$ cat config.mk
export PLATFORM = sky130hd
export DESIGN_NAME = uart_rx
export DESIGN_NICKNAME = d
export VERILOG_FILES = /design/src/rtl/uart_rx_pkg.sv /design/src/rtl/uart_rx_sync.sv /design/src/rtl/uart_rx.sv
export SDC_FILE = /design/constraint.sdc
export NUM_CORES = 1
export LEC_CHECK = 0
export CAP_MARGIN = 20
export CORE_MARGIN = 10
export CORE_UTILIZATION = 25
export CTS_CLUSTER_DIAMETER = 30
export DETAILED_ROUTE_END_ITERATION = 8
export HOLD_SLACK_MARGIN = 0.12
export SETUP_SLACK_MARGIN = 0.2
export SYNTH_ARGS = -nofsm -noshare
export SYNTH_HDL_FRONTEND = slang
export SYNTH_SLANG_ARGS = --single-unit
export TNS_END_PERCENT = 5
$ cat constraint.sdc
create_clock -name Clk -period 3.64 [get_ports Clk]
set_clock_uncertainty 0.15 [all_clocks]
set_input_delay 0.728 -clock Clk [delete_from_list [all_inputs] [get_ports Clk]]
set_output_delay 0.728 -clock Clk [all_outputs]
set_load 0.005 [all_outputs]
$ cat src/rtl/uart_rx_pkg.sv
// ---------------------------------------------------------------------------
// uart_rx_pkg
// Shared definitions for the UART receiver.
//   RX_BITWIDTH : data bits per frame, taken from the `BITWIDTH define
//   ST_*_ENC    : FSM state encodings
//   state_t     : receiver FSM state type built from those encodings
// ---------------------------------------------------------------------------
`ifndef BITWIDTH
`define BITWIDTH 8
`endif

package uart_rx_pkg;

  localparam int RX_BITWIDTH = `BITWIDTH;

  localparam logic [2:0] ST_IDLE_ENC   = 3'd0;
  localparam logic [2:0] ST_START_ENC  = 3'd1;
  localparam logic [2:0] ST_DATA_ENC   = 3'd2;
  localparam logic [2:0] ST_STOP_ENC   = 3'd3;
  localparam logic [2:0] ST_WAITHI_ENC = 3'd4;

  typedef enum logic [2:0] {
    ST_IDLE   = ST_IDLE_ENC,
    ST_START  = ST_START_ENC,
    ST_DATA   = ST_DATA_ENC,
    ST_STOP   = ST_STOP_ENC,
    ST_WAITHI = ST_WAITHI_ENC
  } state_t;

endpackage

$ cat src/rtl/uart_rx_sync.sv
// ---------------------------------------------------------------------------
// uart_rx_sync
// Two-flop synchronizer for the asynchronous serial line. Both flops reset
// to 1 (line idle level).
//   i_clk : system clock
//   i_rst : asynchronous active-high reset
//   i_d   : asynchronous input
//   o_q   : synchronized output
// ---------------------------------------------------------------------------
module uart_rx_sync (
  input  logic i_clk,
  input  logic i_rst,
  input  logic i_d,
  output logic o_q
);

  logic [1:0] r_sync;

  always_ff @(posedge i_clk or posedge i_rst) begin
    if (i_rst) begin
      r_sync <= 2'b11;
    end else begin
      r_sync <= {r_sync[0], i_d};
    end
  end

  assign o_q = r_sync[1];

endmodule

$ cat src/rtl/uart_rx.sv
// ---------------------------------------------------------------------------
// uart_rx
// 8N1-style UART receiver (LSB first) writing received words into a 4-slot
// receive buffer addressed by a free-running wrap-around pointer.
//   Clk      : system clock, all logic on posedge
//   Rst      : asynchronous active-high reset
//   RxD      : asynchronous serial input, idles high
//   dataOut  : last correctly received word (receive buffer data input)
//   WR       : one-cycle write strobe to the receive buffer
//   wpaddr   : buffer slot written by the current WR; advances mod 4 after
//   FrameErr : one-cycle pulse on a bad stop bit
//   Busy     : high whenever the FSM is not idle
// Parameters: BITWIDTH (>= 2) data bits, CLKDIV (even, >= 4) clocks per bit.
// ---------------------------------------------------------------------------
module uart_rx
  import uart_rx_pkg::*;
#(
  parameter int BITWIDTH = RX_BITWIDTH,
  parameter int CLKDIV   = 16
) (
  input  logic                Clk,
  input  logic                Rst,
  input  logic                RxD,
  output logic [BITWIDTH-1:0] dataOut,
  output logic                WR,
  output logic [1:0]          wpaddr,
  output logic                FrameErr,
  output logic                Busy
);

  localparam int CW = $clog2(CLKDIV);
  localparam int IW = (BITWIDTH > 1) ? $clog2(BITWIDTH) : 1;
  localparam logic [CW-1:0] HALF_M1  = CW'(CLKDIV / 2 - 1);
  localparam logic [CW-1:0] FULL_M1  = CW'(CLKDIV - 1);
  localparam logic [IW-1:0] LAST_IDX = IW'(BITWIDTH - 1);

  logic                w_rxs;
  state_t              r_state;
  state_t              w_state_next;
  logic [CW-1:0]       r_cnt;
  logic [IW-1:0]       r_idx;
  logic [BITWIDTH-1:0] r_shift;
  logic [BITWIDTH-1:0] r_data;
  logic                r_stop_seen;
  logic                r_stop_bit;
  logic                r_wr;
  logic                r_ferr;
  logic [1:0]          r_wpaddr;
  logic                r_armed;
  logic [1:0]          r_warm;

  logic w_cnt_clr;
  logic w_idx_clr;
  logic w_shift;
  logic w_stop_cap;
  logic w_wr_set;
  logic w_ferr_set;

  uart_rx_sync u_sync (
    .i_clk (Clk),
    .i_rst (Rst),
    .i_d   (RxD),
    .o_q   (w_rxs)
  );

  always_ff @(posedge Clk or posedge Rst) begin
    if (Rst) begin
      r_state <= ST_IDLE;
    end else begin
      r_state <= w_state_next;
    end
  end

  always_comb begin
    w_state_next = r_state;
    w_cnt_clr    = 1'b0;
    w_idx_clr    = 1'b0;
    w_shift      = 1'b0;
    w_stop_cap   = 1'b0;
    w_wr_set     = 1'b0;
    w_ferr_set   = 1'b0;
    case (r_state)
      ST_IDLE: begin
        if (r_armed && !w_rxs) begin
          w_state_next = ST_START;
          w_cnt_clr    = 1'b1;
          w_idx_clr    = 1'b1;
        end
      end
      ST_START: begin
        // Mid start bit: a line back high means the falling edge was a glitch.
        if (r_cnt == HALF_M1) begin
          w_cnt_clr = 1'b1;
          if (w_rxs) begin
            w_state_next = ST_IDLE;
          end else begin
            w_state_next = ST_DATA;
          end
        end
      end
      ST_DATA: begin
        if (r_cnt == FULL_M1) begin
          w_cnt_clr = 1'b1;
          w_shift   = 1'b1;
          if (r_idx == LAST_IDX) begin
            w_state_next = ST_STOP;
          end
        end
      end
      ST_STOP: begin
        // The stop bit is captured mid-bit; the write or error is issued on
        // the following edge.
        if (r_stop_seen) begin
          if (r_stop_bit) begin
            w_wr_set     = 1'b1;
            w_state_next = ST_IDLE;
          end else begin
            w_ferr_set   = 1'b1;
            w_state_next = ST_WAITHI;
          end
        end else if (r_cnt == FULL_M1) begin
          w_stop_cap = 1'b1;
        end
      end
      ST_WAITHI: begin
        // Wait out a break so a held-low line reports only one error.
        if (w_rxs) begin
          w_state_next = ST_IDLE;
        end
      end
      default: begin
        w_state_next = ST_IDLE;
      end
    endcase
  end

  always_ff @(posedge Clk or posedge Rst) begin
    if (Rst) begin
      r_cnt       <= '0;
      r_idx       <= '0;
      r_shift     <= '0;
      r_data      <= '0;
      r_stop_seen <= 1'b0;
      r_stop_bit  <= 1'b0;
      r_wr        <= 1'b0;
      r_ferr      <= 1'b0;
      r_wpaddr    <= 2'd0;
      r_armed     <= 1'b0;
      r_warm      <= 2'd0;
    end else begin
      r_cnt <= w_cnt_clr ? '0 : r_cnt + CW'(1);

      if (w_idx_clr) begin
        r_idx <= '0;
      end else if (w_shift && (r_idx != LAST_IDX)) begin
        r_idx <= r_idx + IW'(1);
      end

      if (w_shift) begin
        r_shift <= {w_rxs, r_shift[BITWIDTH-1:1]};
      end

      if (w_stop_cap) begin
        r_stop_seen <= 1'b1;
        r_stop_bit  <= w_rxs;
      end else if (w_wr_set || w_ferr_set) begin
        r_stop_seen <= 1'b0;
      end

      r_wr   <= w_wr_set;
      r_ferr <= w_ferr_set;

      if (w_wr_set) begin
        r_data <= r_shift;
      end

      // Pointer holds during the strobe and advances on the edge that ends it.
      if (r_wr) begin
        r_wpaddr <= r_wpaddr + 2'd1;
      end

      // The synchronizer's reset value is not a line observation: only arm
      // once both flops have been reloaded from RxD and the line reads high.
      if (r_warm != 2'd2) begin
        r_warm <= r_warm + 2'd1;
      end
      if ((r_warm == 2'd2) && w_rxs) begin
        r_armed <= 1'b1;
      end
    end
  end

  assign dataOut  = r_data;
  assign WR       = r_wr;
  assign FrameErr = r_ferr;
  assign wpaddr   = r_wpaddr;
  assign Busy     = (r_state != ST_IDLE);

endmodule
==> impl_summary.log, run 1 <==
[metrics] adder and majority cell fraction of the synthesized area: 0.0316
[metrics] fill cell count: approximately 610
[metrics] top achievable clock speed: 396 MHz
[metrics] count of cell types in the netlist: 34
[metrics] cell taking the most area after synthesis: dfrtp_1
[metrics] FF-to-FF Start: r_cnt[0]
[metrics] setup repair after global routing missed its margin: no
[metrics] data required time of the worst path: ~2800 ps
[metrics] initial antenna violation count: 0
[metrics] DR vias: 954
[metrics] insertion delay of the later-clocked pin in the worst-skew pair: 280 ps
[metrics] Total Nets Final: between 100 and 150
[metrics] horizontal extent of the die: 99.6 microns
[metrics] Power Density: about 560 nW/um^2
[metrics] drt wl/cell: approximately 14 microns
[metrics] # port buffers: 15
[metrics] largest voltage drop on the vdd net: 0.324 mV
[metrics] data arrival time of the worst path: 1640 ps
[metrics] sinks on the clock net: 37
[metrics] share of final-layout standard cells stronger than drive strength 1: 0.259
[metrics] maximum net fanout on the critical path: 11
[metrics] warning count from the yosys run: 0
[metrics] aggregate global routing overflow: 0
[metrics] Final Critical Period: approximately 2500 ps
[metrics] delay of the slowest critical-path stage: roughly 520 ps
[metrics] Root Driver: clkbuf_8
[metrics] post-detailed-routing wire length: ~2900 microns
[metrics] wire length of the first global-routing pass: ~4900 microns
[metrics] placed inst area: between 1500 and 2000 sq um
[metrics] Area Overhead vs Synth: 21.7%
[metrics] Inserted Diodes: 0
[metrics] proportion of synthesized chip area in sequential cells: 0.586
[metrics] number of endpoints failing setup at the final stage: 0
[metrics] Die Outline Area: 9930 sq um
[metrics] Post-Syn Area per Cell: approximately 14 sq um
[metrics] starting density of the core: 0.263
[metrics] post-DR vias/cell: 4.54
[metrics] final worst path period share: 0.693
[metrics] DP Cell Count: between 200 and 250
[metrics] number of maximum-capacitance violations: 0
[metrics] I/O pins: 16
[metrics] Starting DRT DRC Count: 115
[metrics] depth of the worst hold-timing path: 0
[metrics] worst setup slack for register-to-register paths: ~1700 ps
[metrics] TritonCTS clock tree: done
[metrics] antenna-violating nets left: 0
[metrics] CTS buffer count: 5
[metrics] Detailed Routing Iterations Pass 1: 4
[metrics] total non-filler cell area in the finished layout: roughly 1900 sq um
[metrics] core occupancy in the finished layout: 0.320
[metrics] post-synthesis compound-gate area fraction: 0.0552
[metrics] outcome: complete, no violations
[metrics] Final GP Congestion: roughly 0.72
[metrics] cell count after synthesis: between 100 and 150
[metrics] placeable core region: about 6000 sq um
[metrics] Post-Synth Simple-Gate Area: 0.157
[metrics] vertical die dimension: approximately 100 microns
[metrics] Pins Over Slew Limit: 0
[metrics] Finished Layout Cells: 210
[metrics] cell-by-cell trace of the critical path: or3_1, clkdlybuf4s50_1
[metrics] cell with the biggest individual delay on the critical path: dfrtp_1
[metrics] Post-route DRC: 0
[metrics] sort of element at the end of the critical path: primary output
[metrics] post-cts resize count: 0
[metrics] Net Count, Synth: approximately 120
[metrics] global-route usage over all layers: 0.0597
[metrics] vias in the first global route: around 1000
[metrics] Sum Neg Setup Slack: 0 ps
[metrics] Max clock buf depth: 2
[metrics] area share of xor/xnor cells in the synthesized design: 0.0276
[metrics] number of H-tree branching levels: 2
[metrics] worst slew slack as a fraction of its limit: 0.691
[metrics] post-synth top area share: 0.552
[metrics] worst min-delay path category: reg -> reg
[metrics] main combinational cell family by area after synthesis: simple AND/OR/NAND/NOR gates
[metrics] Final Hold Violating Endpoints: 0
[metrics] Worst Max-Slew Pin Slew: about 460 ps
[metrics] Setup Crit Path Kind: reg -> out
[metrics] pin count of the biggest net entering global routing: 38
[metrics] crit start category: flop
[metrics] start point of the worst min-delay path: u_sync.r_sync[0]
[metrics] Leak Pwr: 0.887 nW
[metrics] clock-pin slew on the worst setup and hold paths: around 70 ps
[metrics] flip-flop and latch count after synthesis: 37
[metrics] number of setup buffers added after CTS: 0
[metrics] reg2reg end: r_shift[4]
[metrics] hold_buf cts: 0
[metrics] Post-Place Setup Slack: 1410 ps
[metrics] cell types with the largest area share after synthesis: dfrtp_1, mux2_2, dfstp_2
[metrics] multiplexer area fraction after synthesis: 0.121
[metrics] Register-to-Register Path Depth: 4
[metrics] HPWL after detailed placement: 2070 microns
[metrics] smallest setup slack after layout: approximately 1100 ps
[metrics] total number of placement rows: 28
[metrics] capture endpoint of the worst hold path: u_sync.r_sync[1]
[metrics] cell area after synthesis: about 1600 sq um
[cells in the mapped netlist (all sizes together)]
| cell type | number |
|---|---|
| nand4 | 1 |
| a22oi | 1 |
| nand3b | 2 |
| nor3b | 2 |
| a211oi | 1 |
| o21ai | 4 |
| nand2 | 6 |
| a21oi | 3 |
| xnor2 | 3 |
| or3 | 2 |
| xor2 | 2 |
| or3b | 1 |
| buf | 3 |
| and4b | 1 |
| inv | 2 |
| dfrtp | 35 |
| nor3 | 4 |
| a31oi | 1 |
| mux2 | 17 |
| o311ai | 1 |
| and3b | 1 |
| nor4bb | 1 |
| nand3 | 3 |
| or4b | 1 |
| dfstp | 2 |
| nor4b | 1 |
| nand4bb | 1 |
| ha | 4 |
| nor2 | 5 |
| a21o | 3 |
[metrics by stage]
step,total power (W),hold slack [ps]
floorplan,0.000684,195
global placement,0.000699,197
detailed placement,0.000726,199
CTS,0.00110,209
global route,0.00114,215
finish,0.00109,207
[layout by cell type (no fill, tap or decap), drive strengths merged, types with 2 or more instances in the layout]
cell / synthesis / routed
nor2: 5 / 5
nor3b: 2 / 2
dfstp: 2 / 2
clkbuf: 0 / 6
a21oi: 3 / 3
a21o: 3 / 3
clkdlybuf4s50: 0 / 15
or3: 2 / 2
o21ai: 4 / 4
inv: 2 / 2
nand2: 6 / 6
nand3b: 2 / 2
xnor2: 3 / 3
nor3: 4 / 4
xor2: 2 / 2
nand3: 3 / 3
mux2: 17 / 17
dfrtp: 35 / 35
ha: 4 / 4
[flip-flops by register name, summed over array words and instances, names as in the netlist, 2 cells and up]
name	cells
wpaddr	2
dataOut	8
r_cnt	4
r_shift	8
u_sync.r_sync	2
r_state	3
r_warm	2
r_idx	3
[power breakdown]
part / leakage (nW) / internal [W] / switching [W]
logic: 0.342 / 0.0000942 / 0.0000916
clock network: 0.0574 / 0.000223 / 0.000147
registers: 0.487 / 0.000458 / 0.0000732
total: 0.887 / 0.000775 / 0.000311
[per-layer routing]
metal	GRT usage	vias up	routed length (microns)
met5	0	-	0
met4	0.0265	0	38
met3	0.0270	4	129
met2	0.0997	21	1400
met1	0.0633	481	1330
li1	-	448	-
[worst max-delay path, delay by kind of cell, from the launching register on]
family	cells	cell delay, ps
flops	1	520
buf+inv	1	450
simple gates	1	400
[kinds of logic (layout without fill, tap and decap cells)]
kind of cell               count (synthesis)  after routing
xor gates and xnor gates                   5              5
adders and majority gates                  4              4
AOI/OAI and AO/OA                         14             14
and+or+nand+nor                           32             32
buffers and inverters                      5             26
DFF                                       37             37
muxes                                     17             17
[area by class of cell]
| class | count | area (sq um) | area share |
|---|---|---|---|
| Timing Repair Buffer | 16 | 158 | 0.0817 |
| Tap cell | 75 | 93.8 | 0.0486 |
| Clock buffer | 6 | 82.6 | 0.0428 |
| Multi-Input combinational cell | 72 | 622 | 0.322 |
| Clock inverter | 2 | 37.5 | 0.0195 |
| Inverter | 2 | 7.51 | 0.00389 |
| Sequential cell | 37 | 928 | 0.481 |
[worst max path at each step]
stage,start,endpoint,depth (start not counted)
floorplan,r_state[0],Busy,2
global placement,r_state[1],Busy,2
detailed placement,r_state[1],Busy,2
CTS,r_state[1],Busy,2
global route,r_state[1],Busy,2
finish,r_state[1],Busy,2
(Power assumes the default switching activity.)
==> inputs of run 2 (changes only) <==
Clock period 3.64 ns to 2.6 ns, I/O delays scaled along.
==> run 2 against run 1 <==
- cell area shrank 0.13%
- combinational power grew 35%
- register-to-register slack lost 1100 ps
- via count shrank 2.2%
- sequential power grew 41%
- critical path type unchanged
- critical endpoint unchanged
- largest cell class unchanged
- largest power group unchanged
- highest routed layer unchanged
==> impl_summary.log, run 2 (synthesis results as in run 1) <==
[metrics] Power Density: between 700 and 800 nW/um^2
[metrics] Area Overhead vs Synth: 21.5%
[metrics] DR vias: slightly above 900
[metrics] number of setup buffers added after CTS: 0
[metrics] pin count of the biggest net entering global routing: 38
[metrics] crit start category: flop
[metrics] wire length of the first global-routing pass: around 5000 microns
[metrics] leading cell type in the layout, fill and taps excluded: dfrtp_1
[metrics] Inserted Diodes: 0
[metrics] I/O pins: 16
[metrics] aggregate global routing overflow: 0
[metrics] largest voltage drop on the vdd net: 0.381 mV
[metrics] Setup Crit Path Kind: reg -> out
[metrics] initial antenna violation count: 0
[metrics] fill cell count: between 600 and 700
[metrics] antenna-violating nets left: 0
[metrics] share of final-layout standard cells stronger than drive strength 1: 0.259
[metrics] depth of the worst hold-timing path: 0
[metrics] Finished Layout Cells: 210
[metrics] data required time of the worst path: between 1500 and 2000 ps
[metrics] post-DR vias/cell: 4.44
[metrics] # port buffers: 15
[metrics] Detailed Routing Iterations Pass 1: 4
[metrics] starting density of the core: 0.263
[metrics] Total Nets Final: around 140
[metrics] HPWL after detailed placement: 2070 microns
[metrics] worst slew slack as a fraction of its limit: 0.691
[metrics] worst setup slack for register-to-register paths: ~690 ps
[metrics] Fin Hold WS: 210 ps
[metrics] Root Driver: clkbuf_8
[metrics] number of H-tree branching levels: 2
[metrics] CTS buffer count: 5
[metrics] vias in the first global route: 1037
[metrics] total number of placement rows: 28
[metrics] commonest non-fill, non-tap cells in the layout: dfrtp_1, mux2_2, clkdlybuf4s50_1, nand2_1, clkbuf_8
[metrics] setup repair after global routing missed its margin: no
[metrics] overall power of the completed layout: between 0.0015 and 0.002 W
[metrics] Die Outline Area: 9930 sq um
[metrics] Leak Pwr: 0.887 nW
[metrics] global-route usage over all layers: 0.0613
[metrics] top achievable clock speed: approximately 430 MHz
[metrics] reg2reg end: r_shift[4]
[metrics] placeable core region: 6030 sq um
[metrics] drt wl/cell: 13.8 microns
[metrics] sinks on the clock net: 37
[metrics] final worst path period share: 0.884
[metrics] Final Hold Violating Endpoints: 0
[metrics] Sum Neg Setup Slack: 0 ps
[metrics] vertical die dimension: 99.6 microns
[metrics] data arrival time of the worst path: 1630 ps
[metrics] worst min-delay path category: reg -> reg
[metrics] Worst Max-Slew Pin Slew: approximately 460 ps
[metrics] Pins Over Slew Limit: 0
[metrics] post-detailed-routing wire length: between 2000 and 3000 microns
[metrics] start point of the worst min-delay path: u_sync.r_sync[0]
[metrics] Register-to-Register Path Depth: 4
[metrics] core occupancy in the finished layout: 0.320
[metrics] Final GP Congestion: 0.721
[metrics] Max clock buf depth: 2
[metrics] DP Cell Count: between 200 and 250
[metrics] capture endpoint of the worst hold path: u_sync.r_sync[1]
[metrics] number of maximum-capacitance violations: 0
[metrics] number of endpoints failing setup at the final stage: 0
[metrics] Post-route DRC: 0
[metrics] sort of element at the end of the critical path: primary output
[metrics] insertion delay of the later-clocked pin in the worst-skew pair: between 200 and 300 ps
[metrics] clock-pin slew on the worst setup and hold paths: about 70 ps
[metrics] FF-to-FF Start: r_cnt[0]
[metrics] Final Critical Period: 2300 ps
[metrics] maximum net fanout on the critical path: 10
[metrics] TritonCTS clock tree: done
[metrics] Starting DRT DRC Count: a little under 60
[metrics] horizontal extent of the die: 99.6 microns
[metrics] outcome: complete, no violations
==> run 2: how the worst max path moves through the flow <==
stage | depth (start not counted) | endpoint | startpoint | slack (ps)
2_1_floorplan | 4 | r_stop_bit | r_cnt[0] | 940
3_3_place_gp | 2 | Busy | r_state[1] | 600
3_5_place_dp | 2 | Busy | r_state[1] | 570
4_1_cts | 2 | Busy | r_state[1] | 240
5_1_grt | 2 | Busy | r_state[0] | 230
6_report | 2 | Busy | r_state[0] | 300
==> run 2: power by group <==
part / internal [W] / leakage (nW) / total (W) / switching, W
clock: 0.000313 / 0.0585 / 0.000513 / 0.000200
sequential: 0.000643 / 0.486 / 0.000750 / 0.000107
combinational: 0.000132 / 0.342 / 0.000251 / 0.000120
==> run 2: critical path, stage by stage, from the launching register on <==
cell and delay [ps]:
dfrtp_1 490, or3_1 400, clkdlybuf4s50_1 450
==> run 2: final cells by class <==
type	instances	area [sq um]	share of cell area
flip-flops and latches	37	930	0.482
multi-input cells	72	622	0.323
repair buffers	16	158	0.0818
well taps	75	93.8	0.0487
clock buffers	7	86.3	0.0448
clock inverters	1	30.0	0.0156
inverters	2	7.51	0.00390
==> run 2: repair_timing <==
action	in CTS	in global routing
endpoints found under the hold margin	0	0
setup endpoints to repair	0	1
hold buffers	0	0
resized for setup	0	1
==> run 2: per-stage QoR <==
step                      area, sq um  setup WS [ps]
after floorplan                  1590            938
after global placement           1810            603
after detailed placement         1810            567
after CTS                        1930            243
after global routing             1930            229
final                            1930            301
==> run 2: layer usage <==
metal  up-vias  GRT usage  routed length (microns)
li1        454          -                        -
met1       460     0.0701                     1330
met2        16     0.0967                     1400
met3         3     0.0277                      132
met4         0     0.0265                       38
met5         -          0                        0
